`src/rtl/bus_xfer_pkg.sv`:
```
// Shared types and constants for the bus transfer sequencer and its register bank.
package bus_xfer_pkg;

  typedef enum logic [1:0] {
    IDLE  = 2'd0,
    DRIVE = 2'd1,
    LOAD  = 2'd2,
    DONE  = 2'd3
  } xfer_state_t;

  localparam int BUS_IDLE_VALUE = 0;

  // Index width for a bank of n registers; never narrower than one bit.
  function automatic int idx_width(input int n);
    return (n <= 2) ? 1 : $clog2(n);
  endfunction

endpackage

```
`src/rtl/bus_transfer_ctrl_reg_bank.sv`:
```
// Register bank with one prioritized write port and two combinational read ports.
module reg_bank
  import bus_xfer_pkg::*;
#(
  parameter  int WORD_LENGTH = 8,
  parameter  int NUM_REGS    = 4,
  localparam int IDX_W       = idx_width(NUM_REGS)
) (
  input  logic                   clk,
  input  logic                   reset,
  input  logic                   xfer_we_i,
  input  logic [IDX_W-1:0]       xfer_idx_i,
  input  logic [WORD_LENGTH-1:0] xfer_data_i,
  input  logic                   ext_we_i,
  input  logic [IDX_W-1:0]       ext_idx_i,
  input  logic [WORD_LENGTH-1:0] ext_data_i,
  input  logic [IDX_W-1:0]       src_idx_i,
  output logic [WORD_LENGTH-1:0] src_data_o,
  input  logic [IDX_W-1:0]       rd_idx_i,
  output logic [WORD_LENGTH-1:0] rd_data_o
);

  logic [WORD_LENGTH-1:0] regs_q [NUM_REGS];

  // The controller never raises both enables together; transfer wins if it ever did.
  always_ff @(posedge clk) begin
    if (reset) begin
      for (int i = 0; i < NUM_REGS; i++) begin
        regs_q[i] <= '0;
      end
    end else if (xfer_we_i) begin
      regs_q[xfer_idx_i] <= xfer_data_i;
    end else if (ext_we_i) begin
      regs_q[ext_idx_i] <= ext_data_i;
    end
  end

  assign src_data_o = regs_q[src_idx_i];
  assign rd_data_o  = regs_q[rd_idx_i];

endmodule

```
`src/rtl/bus_transfer_ctrl.sv`:
```
// Bus-driving transfer sequencer: drives a source register onto BUS for two cycles,
// then writes the bus value into the captured destination register.
module bus_transfer_ctrl
  import bus_xfer_pkg::*;
#(
  parameter  int WORD_LENGTH = 8,
  parameter  int NUM_REGS    = 4,
  localparam int IDX_W       = idx_width(NUM_REGS)
) (
  input  logic                   clk,
  input  logic                   reset,
  input  logic [WORD_LENGTH-1:0] DA,
  input  logic                   Load_Ext,
  input  logic [IDX_W-1:0]       Ext_Dst,
  input  logic                   Xfer_Req,
  input  logic [IDX_W-1:0]       Xfer_Src,
  input  logic [IDX_W-1:0]       Xfer_Dst,
  output logic                   Busy,
  output logic                   Done,
  output logic [WORD_LENGTH-1:0] BUS,
  output logic                   Bus_En,
  input  logic [IDX_W-1:0]       Rd_Sel,
  output logic [WORD_LENGTH-1:0] Rd_Data,
  output logic [1:0]             dbg_state_o
);

  // Handshake: Xfer_Req acts as valid and !Busy as ready; a request is accepted
  // on any rising edge where both are high, and Done pulses once per accepted request.

  xfer_state_t            state_q, state_d;
  logic [IDX_W-1:0]       dst_q, dst_d;
  logic [WORD_LENGTH-1:0] bus_q, bus_d;
  logic                   bus_en_q, bus_en_d;
  logic                   done_q, done_d;
  logic                   xfer_we, ext_we;
  logic [WORD_LENGTH-1:0] src_data;

  reg_bank #(
    .WORD_LENGTH(WORD_LENGTH),
    .NUM_REGS   (NUM_REGS)
  ) u_reg_bank (
    .clk        (clk),
    .reset      (reset),
    .xfer_we_i  (xfer_we),
    .xfer_idx_i (dst_q),
    .xfer_data_i(bus_q),
    .ext_we_i   (ext_we),
    .ext_idx_i  (Ext_Dst),
    .ext_data_i (DA),
    .src_idx_i  (Xfer_Src),
    .src_data_o (src_data),
    .rd_idx_i   (Rd_Sel),
    .rd_data_o  (Rd_Data)
  );

  always_ff @(posedge clk) begin
    if (reset) begin
      state_q  <= IDLE;
      dst_q    <= '0;
      bus_q    <= WORD_LENGTH'(BUS_IDLE_VALUE);
      bus_en_q <= 1'b0;
      done_q   <= 1'b0;
    end else begin
      state_q  <= state_d;
      dst_q    <= dst_d;
      bus_q    <= bus_d;
      bus_en_q <= bus_en_d;
      done_q   <= done_d;
    end
  end

  // The source value itself is captured into bus_q at acceptance, so only the
  // destination index needs its own holding register.
  always_comb begin
    state_d  = state_q;
    dst_d    = dst_q;
    bus_d    = bus_q;
    bus_en_d = bus_en_q;
    done_d   = 1'b0;
    xfer_we  = 1'b0;
    ext_we   = 1'b0;
    case (state_q)
      IDLE: begin
        ext_we = Load_Ext;
        if (Xfer_Req) begin
          dst_d    = Xfer_Dst;
          bus_d    = src_data;
          bus_en_d = 1'b1;
          state_d  = DRIVE;
        end
      end
      DRIVE: begin
        state_d = LOAD;
      end
      LOAD: begin
        xfer_we  = 1'b1;
        bus_d    = WORD_LENGTH'(BUS_IDLE_VALUE);
        bus_en_d = 1'b0;
        done_d   = 1'b1;
        state_d  = DONE;
      end
      DONE: begin
        state_d = IDLE;
      end
      default: begin
        state_d = IDLE;
      end
    endcase
  end

  assign Busy        = (state_q != IDLE);
  assign Done        = done_q;
  assign BUS         = bus_q;
  assign Bus_En      = bus_en_q;
  assign dbg_state_o = state_q;

endmodule
```
`config.mk`:
```
export PLATFORM = sky130hd
export DESIGN_NAME = bus_transfer_ctrl
export DESIGN_NICKNAME = d
export VERILOG_FILES = /design/src/rtl/bus_xfer_pkg.sv /design/src/rtl/bus_transfer_ctrl_reg_bank.sv /design/src/rtl/bus_transfer_ctrl.sv
export SDC_FILE = /design/constraint.sdc
export NUM_CORES = 1
export LEC_CHECK = 0
export CELL_PAD_IN_SITES_DETAIL_PLACEMENT = 1
export CELL_PAD_IN_SITES_GLOBAL_PLACEMENT = 2
export CORE_UTILIZATION = 35
export CTS_CLUSTER_SIZE = 24
export DETAILED_ROUTE_END_ITERATION = 10
export PLACE_DENSITY_LB_ADDON = 0.1
export SYNTH_ARGS = -nofsm -noshare
export SYNTH_HDL_FRONTEND = slang
export SYNTH_SLANG_ARGS = --single-unit
```
`constraint.sdc`:
```
create_clock -name clk -period 2.7 [get_ports clk]
set_clock_uncertainty 0.1 [all_clocks]
set_input_delay 0.27 -clock clk [delete_from_list [all_inputs] [get_ports clk]]
set_output_delay 0.27 -clock clk [all_outputs]
set_load 0.02 [all_outputs]
```
Yosys cells after proc, flatten, opt, wreduce, memory -nomap -nowiden:

Memories as Yosys holds them, arrays and structs flattened.
Cells that the tools add are included.

* flip-flop bits (word level): 14
* bits in latches: 0
* memory bits (writable): 32
* memory bits (read-only): 0
* logic and storage cells: 40
* memories kept: 1

* add/sub/neg operators: 0
* $mul: 0
* div/mod/pow operators: 0
* order comparisons: 0
* equal/unequal tests: 4
* shift operators: 0
* multiplexer cells: 23
* bitwise operators: 0
* reduce and logical (&&, ||, !) cells: 7

Memories
* u_reg_bank.regs_q: words 4, width 8, rd ports 2, clocked after Yosys merged registers in 0, wr ports 4, RTL line bus_transfer_ctrl_reg_bank.sv:23 `logic [WORD_LENGTH-1:0] regs_q [NUM_REGS];`

Operators by type and width (count)
* 8-bit two-way mux: 3
* 8-bit case mux with 2 select lines: 1
* 8-bit OR reduction: 2
* 1-bit two-way mux: 14
* 2-bit case mux with 4 select lines: 1
* 2-bit two-way mux: 3
* 2-bit equality test, second input constant: 2
* 2-bit AND reduction: 2
* 2-bit nonzero test: 2
* 2-bit by 1-bit equality test with 1-bit output, second input constant: 1
* 2-bit logical NOT: 1
* 2-bit inequality test, second input constant: 1
* 1-bit case mux with 2 select lines: 1

Depth between registers and ports, before layout:

Gate-level depths: netlist of the first run.

* depth after elaboration: 8
* mapped depth: 7
* depth with buffers taken out: 5

Modules after synthesis:

Synthesis of the first run repeated with hierarchy kept, for this count alone.

* cell total of the unflattened synthesis: 189
* area total of the unflattened synthesis: 2376.0 um^2

By module, submodules not included
* reg_bank: instances 1, cells each 129, area each 1791.7 um^2, seq. area each 960.9 um^2
* bus_transfer_ctrl: instances 1, cells each 60, area each 584.3 um^2, seq. area each 280.3 um^2

Least setup slack after synthesis of the first run:

Ideal clock, no wire load.

* path type: flip-flop to flip-flop
* start point: register state_q[0] (netlist: dbg_state_o[0])
* end point: memory u_reg_bank.regs_q[3][0] (enable)
* library setup time: 0.398 ns
* arrival: 2.131 ns
* slack: 0.071 ns
* stages on the path, launching flop included: 6
* clock period less this slack: 2.629 ns
* path through: dfxtp_1 -> inv_1 -> ha_1 -> buf_2 -> and4bb_2 -> o41ai_1

RTL lines
* start: declaration: RTL line bus_transfer_ctrl.sv:30 `xfer_state_t state_q, state_d;`
* start signal: assignment: RTL line bus_transfer_ctrl.sv:64 `state_q <= state_d;`
* end: declaration: RTL line bus_transfer_ctrl_reg_bank.sv:23

Final worst setup path of the first run:

* start point: input port Rd_Sel[0]
* end point: output port Rd_Data[6]

* word-level cells in the longest chain between the ends: 1

RTL lines
* start: declaration: RTL line bus_transfer_ctrl.sv:22 `input logic [IDX_W-1:0] Rd_Sel,`
* memory 4 x 8 bit
* end: declaration: RTL line bus_transfer_ctrl.sv:23 `output logic [WORD_LENGTH-1:0] Rd_Data,`

No other way between the ends.

==> impl_metrics.yaml, run 1 <==
flow_run:
  drv_cap: 0
timing:
  fmax_mhz: 413
  hold_viol: 0
  holdWs_ns: 0.382
  slew-limit-headroom: 0.677
  period_share: 0.897
  worst_pin_slew_ns: 0.483
  setup_violations: 0
  fin_crit_ns: 2.42
  worst_slack_ns: 0.278
  slew_violations: 0
  totalNegativeSetupSlack_ns: 0
  rsz0062_at_grt: "no"
synthesis:
  syn_area_mm2: 0.00230
  ys_seq_area_frac: 0.539
  synthDistinctLibCells: 31
  syn_nets: 207
  ys_warn_count: 0
  postSynthAreaPerCell_um2: 12.5
  syn_inst: 185
  synth_seq_cells: 46
layout:
  final_cell_mix: "clkdlybuf4s50_1 (40), nor2_1 (33), edfxtp_1 (32), mux4_2 (16)"
  fin_util: 0.461
  n_fill_cell: 688
  fin_area_mm2: 0.00293
  areaGrowthSynthToFinish_pct: 27.2
  final_common_cell: "clkdlybuf4s50_1"
  fin_nets: 254
  diodes: 0
  drive_gt1_frac: 0.185
placed_design:
  dpl_cell_area_mm2: 0.00283
  portBuffers: 40
  place_ws_ns: 0.273
  place.gp.congestion: 0.760
  dp_hpwl_mm: 4.82
grt:
  grt_overflow: 0
  met1_usage: 0.254
  busiest_layer: "met2"
  grt_max_degree: 24
  grt.total_usage: 0.195
  grt_use_met2: 0.334
  grt_pass1_wl_mm: 10.2
  antenna_found_initial: 0
  met3_usage: 0.0288
  grt_pass1_vias: 1822
clock_tree:
  post_cts_buffers: 0
  cts_buffer_depth: 2
  cts_buffers: 5
  cts_tree: "built"
  clock_latency_ns: 0.31
  cts-root-buf: "clkbuf_8"
  htree_levels: 2
  clkTransAtPathRegs_ns: 0.09
  clock-sinks: 46
  cts_resized: 0
  holdBufCountCts: 0
routing:
  routed_wl_mm: 6.42
  viasPerCell: 5.43
  drc_errors: 0
  wl_per_cell_um: 20.7
  vias: 1684
  ant_nets: 0
  dr.pass1.iters: 4
  drt_iter0_markers: 64
worst_hold_path:
  min_from: "dst_q[0]"
  hold_end: "dst_q[0]"
  min_path_type: "register to register"
  whs_path_depth: 2
worst_setup_path:
  worst_r2r_endpoint: "u_reg_bank.regs_q[1][2]"
  cp-end-kind: "output port"
  critPathKind: "input port to output port"
  arrival_ns: 2.05
  worstSetupStartpointType: "input port"
  crit_required_ns: 2.33
  reg2reg_from: "dbg_state_o[0]"
  r2r_cells: 6
  reg2reg_setup_slack_ns: 0.58
  critPathMaxFanout: 8
floorplan:
  die_x_um: 83.1
  die_h_um: 83.1
  pin_count: 41
  rows: 29
  core_mm2: 0.00635
  initial_utilization: 0.363
  dieArea_mm2: 0.00691
power:
  powerDensity_mw_per_mm2: 842
  leakagePower_nw: 1.07
  vdd.ir_drop.worst_mv: 0.379
run_status:
  status: "completed"
## flip-flops by register name, summed over array words and instances, names as in the netlist
name and flops:
BUS 8, Bus_En 1, Done 1, dbg_state_o 2, dst_q 2, u_reg_bank.regs_q 32
## report_power, final
part | leakage, nW | switching, W | total (W) | internal [W]
sequential | 0.448 | 0.0000845 | 0.000995 | 0.000911
combinational | 0.575 | 0.000565 | 0.00101 | 0.000450
clock | 0.0467 | 0.000264 | 0.000456 | 0.000192
## cells by family after synthesis
kind of cell,after synthesis,synth area share
AOI/OAI and AO/OA,26,0.0891
adders and majority gates,2,0.0109
buffers and inverters,26,0.0494
DFF,46,0.539
muxes,18,0.165
and+or+nand+nor,67,0.147
## worst max path at each step
| stage | startpoint | endpoint | slack (ns) |
|---|---|---|---|
| floorplan | dbg_state_o[0] | u_reg_bank.regs_q[3][0] | 0.07 |
| global placement | Rd_Sel[0] | Rd_Data[2] | 0.31 |
| detailed placement | Rd_Sel[0] | Rd_Data[6] | 0.27 |
| CTS | Rd_Sel[0] | Rd_Data[6] | 0.27 |
| global route | Rd_Sel[0] | Rd_Data[3] | 0.21 |
| finish | Rd_Sel[0] | Rd_Data[6] | 0.28 |
## layout make-up
cell class | count | area [um2] | area share
flip-flops and latches | 46 | 1240 | 0.424
multi-input cells | 113 | 948 | 0.324
repair buffers | 53 | 498 | 0.170
well taps | 77 | 96.3 | 0.0329
clock buffers | 5 | 68.8 | 0.0235
inverters | 13 | 48.8 | 0.0167
clock inverters | 3 | 27.5 | 0.00940
## critical path, cell delays in order
cell and delay [ns]:
clkdlybuf4s50_1 0.45, buf_4 0.21, mux4_2 0.54, clkdlybuf4s50_1 0.57
## layer usage
metal	share of wire	vias up
li1	-	781
met1	0.44	860
met2	0.51	34
met3	0.027	9
met4	0.015	0
met5	0	-
## cells in the mapped netlist (all sizes together)
cell type | count | share of area
a2111o | 1 | 0.0049
a21o | 8 | 0.026
a21oi | 3 | 0.0065
a221oi | 1 | 0.0038
a22oi | 8 | 0.026
a31oi | 1 | 0.0027
and3b | 1 | 0.0038
and4bb | 2 | 0.011
buf | 11 | 0.025
clkbuf | 2 | 0.0033
dfxtp | 14 | 0.12
edfxtp | 32 | 0.42
ha | 2 | 0.011
inv | 13 | 0.021
mux2i | 2 | 0.0087
mux4 | 16 | 0.16
nand2 | 14 | 0.023
nand2b | 1 | 0.0027
nand3 | 3 | 0.0065
nand4b | 8 | 0.030
nand4bb | 1 | 0.0049
nor2 | 34 | 0.056
nor2b | 3 | 0.0081
o2111ai | 1 | 0.0065
o21ai | 1 | 0.0022
o221ai | 1 | 0.0065
o41ai | 1 | 0.0038
## per-stage QoR
step                power [W]  cells
global placement      0.00198    302
CTS                   0.00249    310
global route          0.00260    310
floorplan             0.00160    185
detailed placement    0.00204    302
finish                0.00247    310
No activity file was read; power rests on OpenSTA's default activity.
==> inputs of run 2 (changes only) <==
--- a/config.mk
+++ b/config.mk
@@ -11,6 +11,7 @@
 export CTS_CLUSTER_SIZE = 24
 export DETAILED_ROUTE_END_ITERATION = 10
 export PLACE_DENSITY_LB_ADDON = 0.1
+export SLEW_MARGIN = 20
 export SYNTH_ARGS = -nofsm -noshare
 export SYNTH_HDL_FRONTEND = slang
 export SYNTH_SLANG_ARGS = --single-unit
==> results of run 2 <==
Final layout, timing and power as in run 1 (identical DEF).
==> inputs of run 3 (changes only) <==
--- a/config.mk
+++ b/config.mk
@@ -11,6 +11,7 @@
 export CTS_CLUSTER_SIZE = 24
 export DETAILED_ROUTE_END_ITERATION = 10
 export PLACE_DENSITY_LB_ADDON = 0.1
+export SKIP_CTS_REPAIR_TIMING = 1
 export SLEW_MARGIN = 20
 export SYNTH_ARGS = -nofsm -noshare
 export SYNTH_HDL_FRONTEND = slang
==> results of run 3 <==
Final layout, timing and power as in run 1 (identical DEF).
==> RTL change 1 (settings of run 1) <==
`NUM_REGS` is set to 4 in 2 places; all go to 2.
--- a/src/rtl/bus_transfer_ctrl_reg_bank.sv
+++ b/src/rtl/bus_transfer_ctrl_reg_bank.sv
@@ -4,5 +4,5 @@
 #(
   parameter  int WORD_LENGTH = 8,
-  parameter  int NUM_REGS    = 4,
+  parameter  int NUM_REGS    = 2,
   localparam int IDX_W       = idx_width(NUM_REGS)
 ) (
--- a/src/rtl/bus_transfer_ctrl.sv
+++ b/src/rtl/bus_transfer_ctrl.sv
@@ -5,5 +5,5 @@
 #(
   parameter  int WORD_LENGTH = 8,
-  parameter  int NUM_REGS    = 4,
+  parameter  int NUM_REGS    = 2,
   localparam int IDX_W       = idx_width(NUM_REGS)
 ) (
Ports: changed (resized Ext_Dst, Rd_Sel, Xfer_Dst and Xfer_Src); port bits go from 41 to 37. The function was not compared with the original's and may differ.
==> RTL change 1 against run 1 <==
- total power down 33%
- global-route usage down 1.6 points
- final area down 35%
- largest power group unchanged
- sequential cell count down 17
- area after synthesis down 37%
- largest cell class unchanged
- critical path depth down 1
- wire length down 47%
- setup slack better by 0.085 ns
==> RTL change 1: results (changes against run 1) <==
Min path
  • Hold path endpoint: dst_q

Layout
  • Max reg flops: 16 (-50%)
  • Proportion of layout cells with a drive suffix above 1: 16.8% (-1.7 points)

Global route
  • Vias in the first global route: 1105 (-39%)
  • First-pass GRT wire length: 5.50 mm (-46%)
  • Met2 Use GR: 29.6% (-3.8 points)
  • Pin count of the biggest net entering global routing: 14 (-42%)
  • M1 GR Usage: 21.2% (-4.2 points)
  • M3 GR Usage: 5.69% (+2.8 points)

Synthesis
  • Post-synthesis sequential area ratio: 51.2% (-2.7 points)
  • Post-synth EDFFs: 16 (-50%)
  • Syn avg cell area: 11.7 µm² (-6.3%)
  • Commonest cells in the netlist: 27 x nor2_1, 16 x edfxtp_1, 16 x mux2_2
  • Net count after synthesis: 143 (-31%)
  • Area contributors post-synth: edfxtp_1 33%, dfxtp_1 18%, mux2_2 12%

Place
  • Final GP Congestion: 0.659 (-13%)
  • Pre-CTS WS: 0.377 ns (+0.104 ns)
  • Port bufs: 36 (-10%)

CTS
  • Reg clk slew, reported paths: 0.06 ns (-0.03 ns)

Power
  • Maximum VDD drop: 0.000372 V (-1.9%)
  • Seq pwr share: 37.3% (-3.1 points)

Drt
  • Met2 wire len: 1.64 mm (-50%)
  • Met3 routed WL: 145 µm (-17%)
  • WL met1: 1.58 mm (-45%)
  • Via/cell ratio: 5.12 (-5.7%)
  • Initial DRC Count: 33 (-48%)

Run status
  • Status: complete, no violations

Worst setup path
  • Arr. time, crit path: 1.97 ns (-0.08 ns)
RTL change 1: logic make-up after synthesis:
logic type      after synthesis  share of synthesized area (%)
simple gates                 40                           13.2
mux                          26                           20.2
compound gates               14                           7.53
buf+inv                      12                           5.19
flops                        29                           51.2
fa+ha+maj                     3                           2.60
RTL change 1: final cells by class:
cell class              count  area, µm²  share of cell area, %
clock buffers               7       86.3                   4.51
inverters                   3       11.3                  0.588
multi-input cells          83        631                   32.9
flip-flops and latches     29        741                   38.7
well taps                  50       62.6                   3.27
repair buffers             39        383                   20.0
RTL change 1: per-stage QoR:
step	utilization, %	cell area, µm²	power (W)
final	48.2	1910	0.00165
after global routing	48.2	1910	0.00175
after CTS	48.2	1910	0.00167
after detailed placement	46.0	1830	0.00131
after global placement	46.0	1830	0.00129
after floorplan	-	1450	0.00106
RTL change 1: tightest hold or removal path, cell delays in order (launching register included):
cell and delay, ns:
dfxtp_1 0.32, nand2_1 0.06, a21oi_1 0.05
==> RTL change 2 (settings of run 1) <==
Made on the original files. Reset style: asynchronous (`reset`), changed in 2 clocked blocks.
--- a/src/rtl/bus_transfer_ctrl_reg_bank.sv
+++ b/src/rtl/bus_transfer_ctrl_reg_bank.sv
@@ -24,5 +24,5 @@
 
   // The controller never raises both enables together; transfer wins if it ever did.
-  always_ff @(posedge clk) begin
+  always_ff @(posedge clk or posedge reset) begin
     if (reset) begin
       for (int i = 0; i < NUM_REGS; i++) begin
--- a/src/rtl/bus_transfer_ctrl.sv
+++ b/src/rtl/bus_transfer_ctrl.sv
@@ -54,5 +54,5 @@
   );
 
-  always_ff @(posedge clk) begin
+  always_ff @(posedge clk or posedge reset) begin
     if (reset) begin
       state_q  <= IDLE;
Function: differs if reset is asserted again (counterexample within 4 cycles, from zero or initial values and one cycle with reset high); with reset held inactive, the same outputs for 4 cycles.
==> RTL change 2 against run 1 <==
- final area is 11% higher
- sequential cell count did not move
- global-route usage increased by 2.5 points
- area after synthesis increased by 11%
- die area up 11%
- total power is 34% higher
- setup slack better by 0.039 ns
- wire length up 21%
- register-to-register slack better by 0.05 ns
- worst hold slack got worse by 0.22 ns
- critical path type unchanged
- largest cell class is now multi-input combinational cells
- largest power group unchanged
==> RTL change 2: results (changes against run 1) <==
Worst setup path
  • End of the worst register-to-register path: u_reg_bank.regs_q[31]
  • Worst r2r src: dbg_state_o[0]
  • CP endpoint: Rd_Data[1]
  • Worst r2r path cells: 5 (-1)
  • CP max stage delay: 0.55 ns (-0.02 ns)
  • Flop2flop setup slack: 0.63 ns (+0.05 ns)
  • CP delay by family, top: buffers and inverters
  • Arr. time, crit path: 2.01 ns (-0.04 ns)

Power
  • NetSw: 0.00127 W (+39%)
  • Leakage: 1.43 nW (+33%)
  • Maximum VDD drop: 0.000409 V (+8.0%)

Drt
  • WL met1: 3.59 mm (+26%)
  • Met2 wire len: 3.59 mm (+8.8%)
  • Final WL: 7.78 mm (+21%)
  • Initial DRC Count: 139 (+120%)
  • Via/cell ratio: 5.65 (+4.1%)
  • Met3 routed WL: 461 µm (+160%)

Global route
  • Met2 Use GR: 33.4% (about the same)
  • Pin count of the biggest net entering global routing: 18 (-25%)
  • M3 GR Usage: 4.64% (+1.8 points)
  • Vias in the first global route: 2094 (+15%)
  • M1 GR Usage: 31.3% (+5.9 points)
  • First-pass GRT wire length: 12.1 mm (+19%)
  • Total Routing Usage GR: 22.0% (+2.5 points)

Min path
  • Hold Crit Class: primary input to async pin

Place
  • Post-Place Cells: 361 (+20%)
  • Final GP Congestion: 0.778 (+2.4%)
  • Post-DP HPWL: 5.27 mm (+9.2%)

Layout
  • Final nets: 295 (+16%)
  • Layout fillers: 775 (+13%)
  • Register fraction of the total cell area: 35.5% (-6.8 points)
  • Multi-input comb cells: 150 (+33%)
  • Invs w/o clock: 13 (unchanged)
  • Share of cell area taken by multi-input logic gates: 39.4% (+7.0 points)
  • Clock network share of area: 3.40% (+0.11 points)
  • Non-CTS buffers: 56 (+5.7%)
  • Proportion of layout cells with a drive suffix above 1: 21.6% (+3.2 points)
  • Data buffer area share: 16.5% (-0.54 points)

CTS
  • Root Buffer: clkbuf_8

Synthesis
  • Post-synthesis sequential area ratio: 45.0% (-8.9 points)
  • Net count after synthesis: 246 (+19%)
  • Library cells used by synthesis: 38 (+23%)
  • Cells after Synth: 223 (+21%)
  • Area contributors post-synth: dfrtp_1 45%, a221o_1 9.4%, mux2_2 8.4%
  • Asr flop ratio synth: 100% (+100 points)
  • Predominant post-synthesis flop cell: dfrtp_1
  • Commonest cells in the netlist: 46 x dfrtp_1, 24 x a221o_1, 22 x nand2_1

Run status
  • Status: complete, no violations

STA
  • Slew margin rel.: 60.8% (-6.9 points)
==> RTL change 2: metrics by stage <==
stage	hold slack, ns	power [W]	instance area, µm²	setup slack [ns]
after floorplan	0.316	0.00217	2560	0.901
after CTS	0.175	0.00334	3240	0.303
final	0.162	0.00331	3240	0.317
after detailed placement	0.400	0.00280	3130	0.318
after global routing	0.212	0.00351	3240	0.284
after global placement	0.395	0.00277	3130	0.337
==> RTL change 2: kinds of logic after synthesis <==
group           after synthesis  share of synthesized area (%)
compound gates               53                           18.1
flops                        46                           45.0
mux                          29                           16.2
buf+inv                      27                           5.23
fa+ha+maj                     3                           1.47
simple gates                 65                           14.0
==> RTL change 2: power by group through the flow <==
stage	Combinational, W	Sequential (W)	Clock [W]
2_1_floorplan	0.000919	0.00125	0
3_3_place_gp	0.00150	0.00127	0
3_5_place_dp	0.00153	0.00127	0
4_1_cts	0.00153	0.00126	0.000543
5_1_grt	0.00164	0.00130	0.000564
6_report	0.00152	0.00127	0.000531
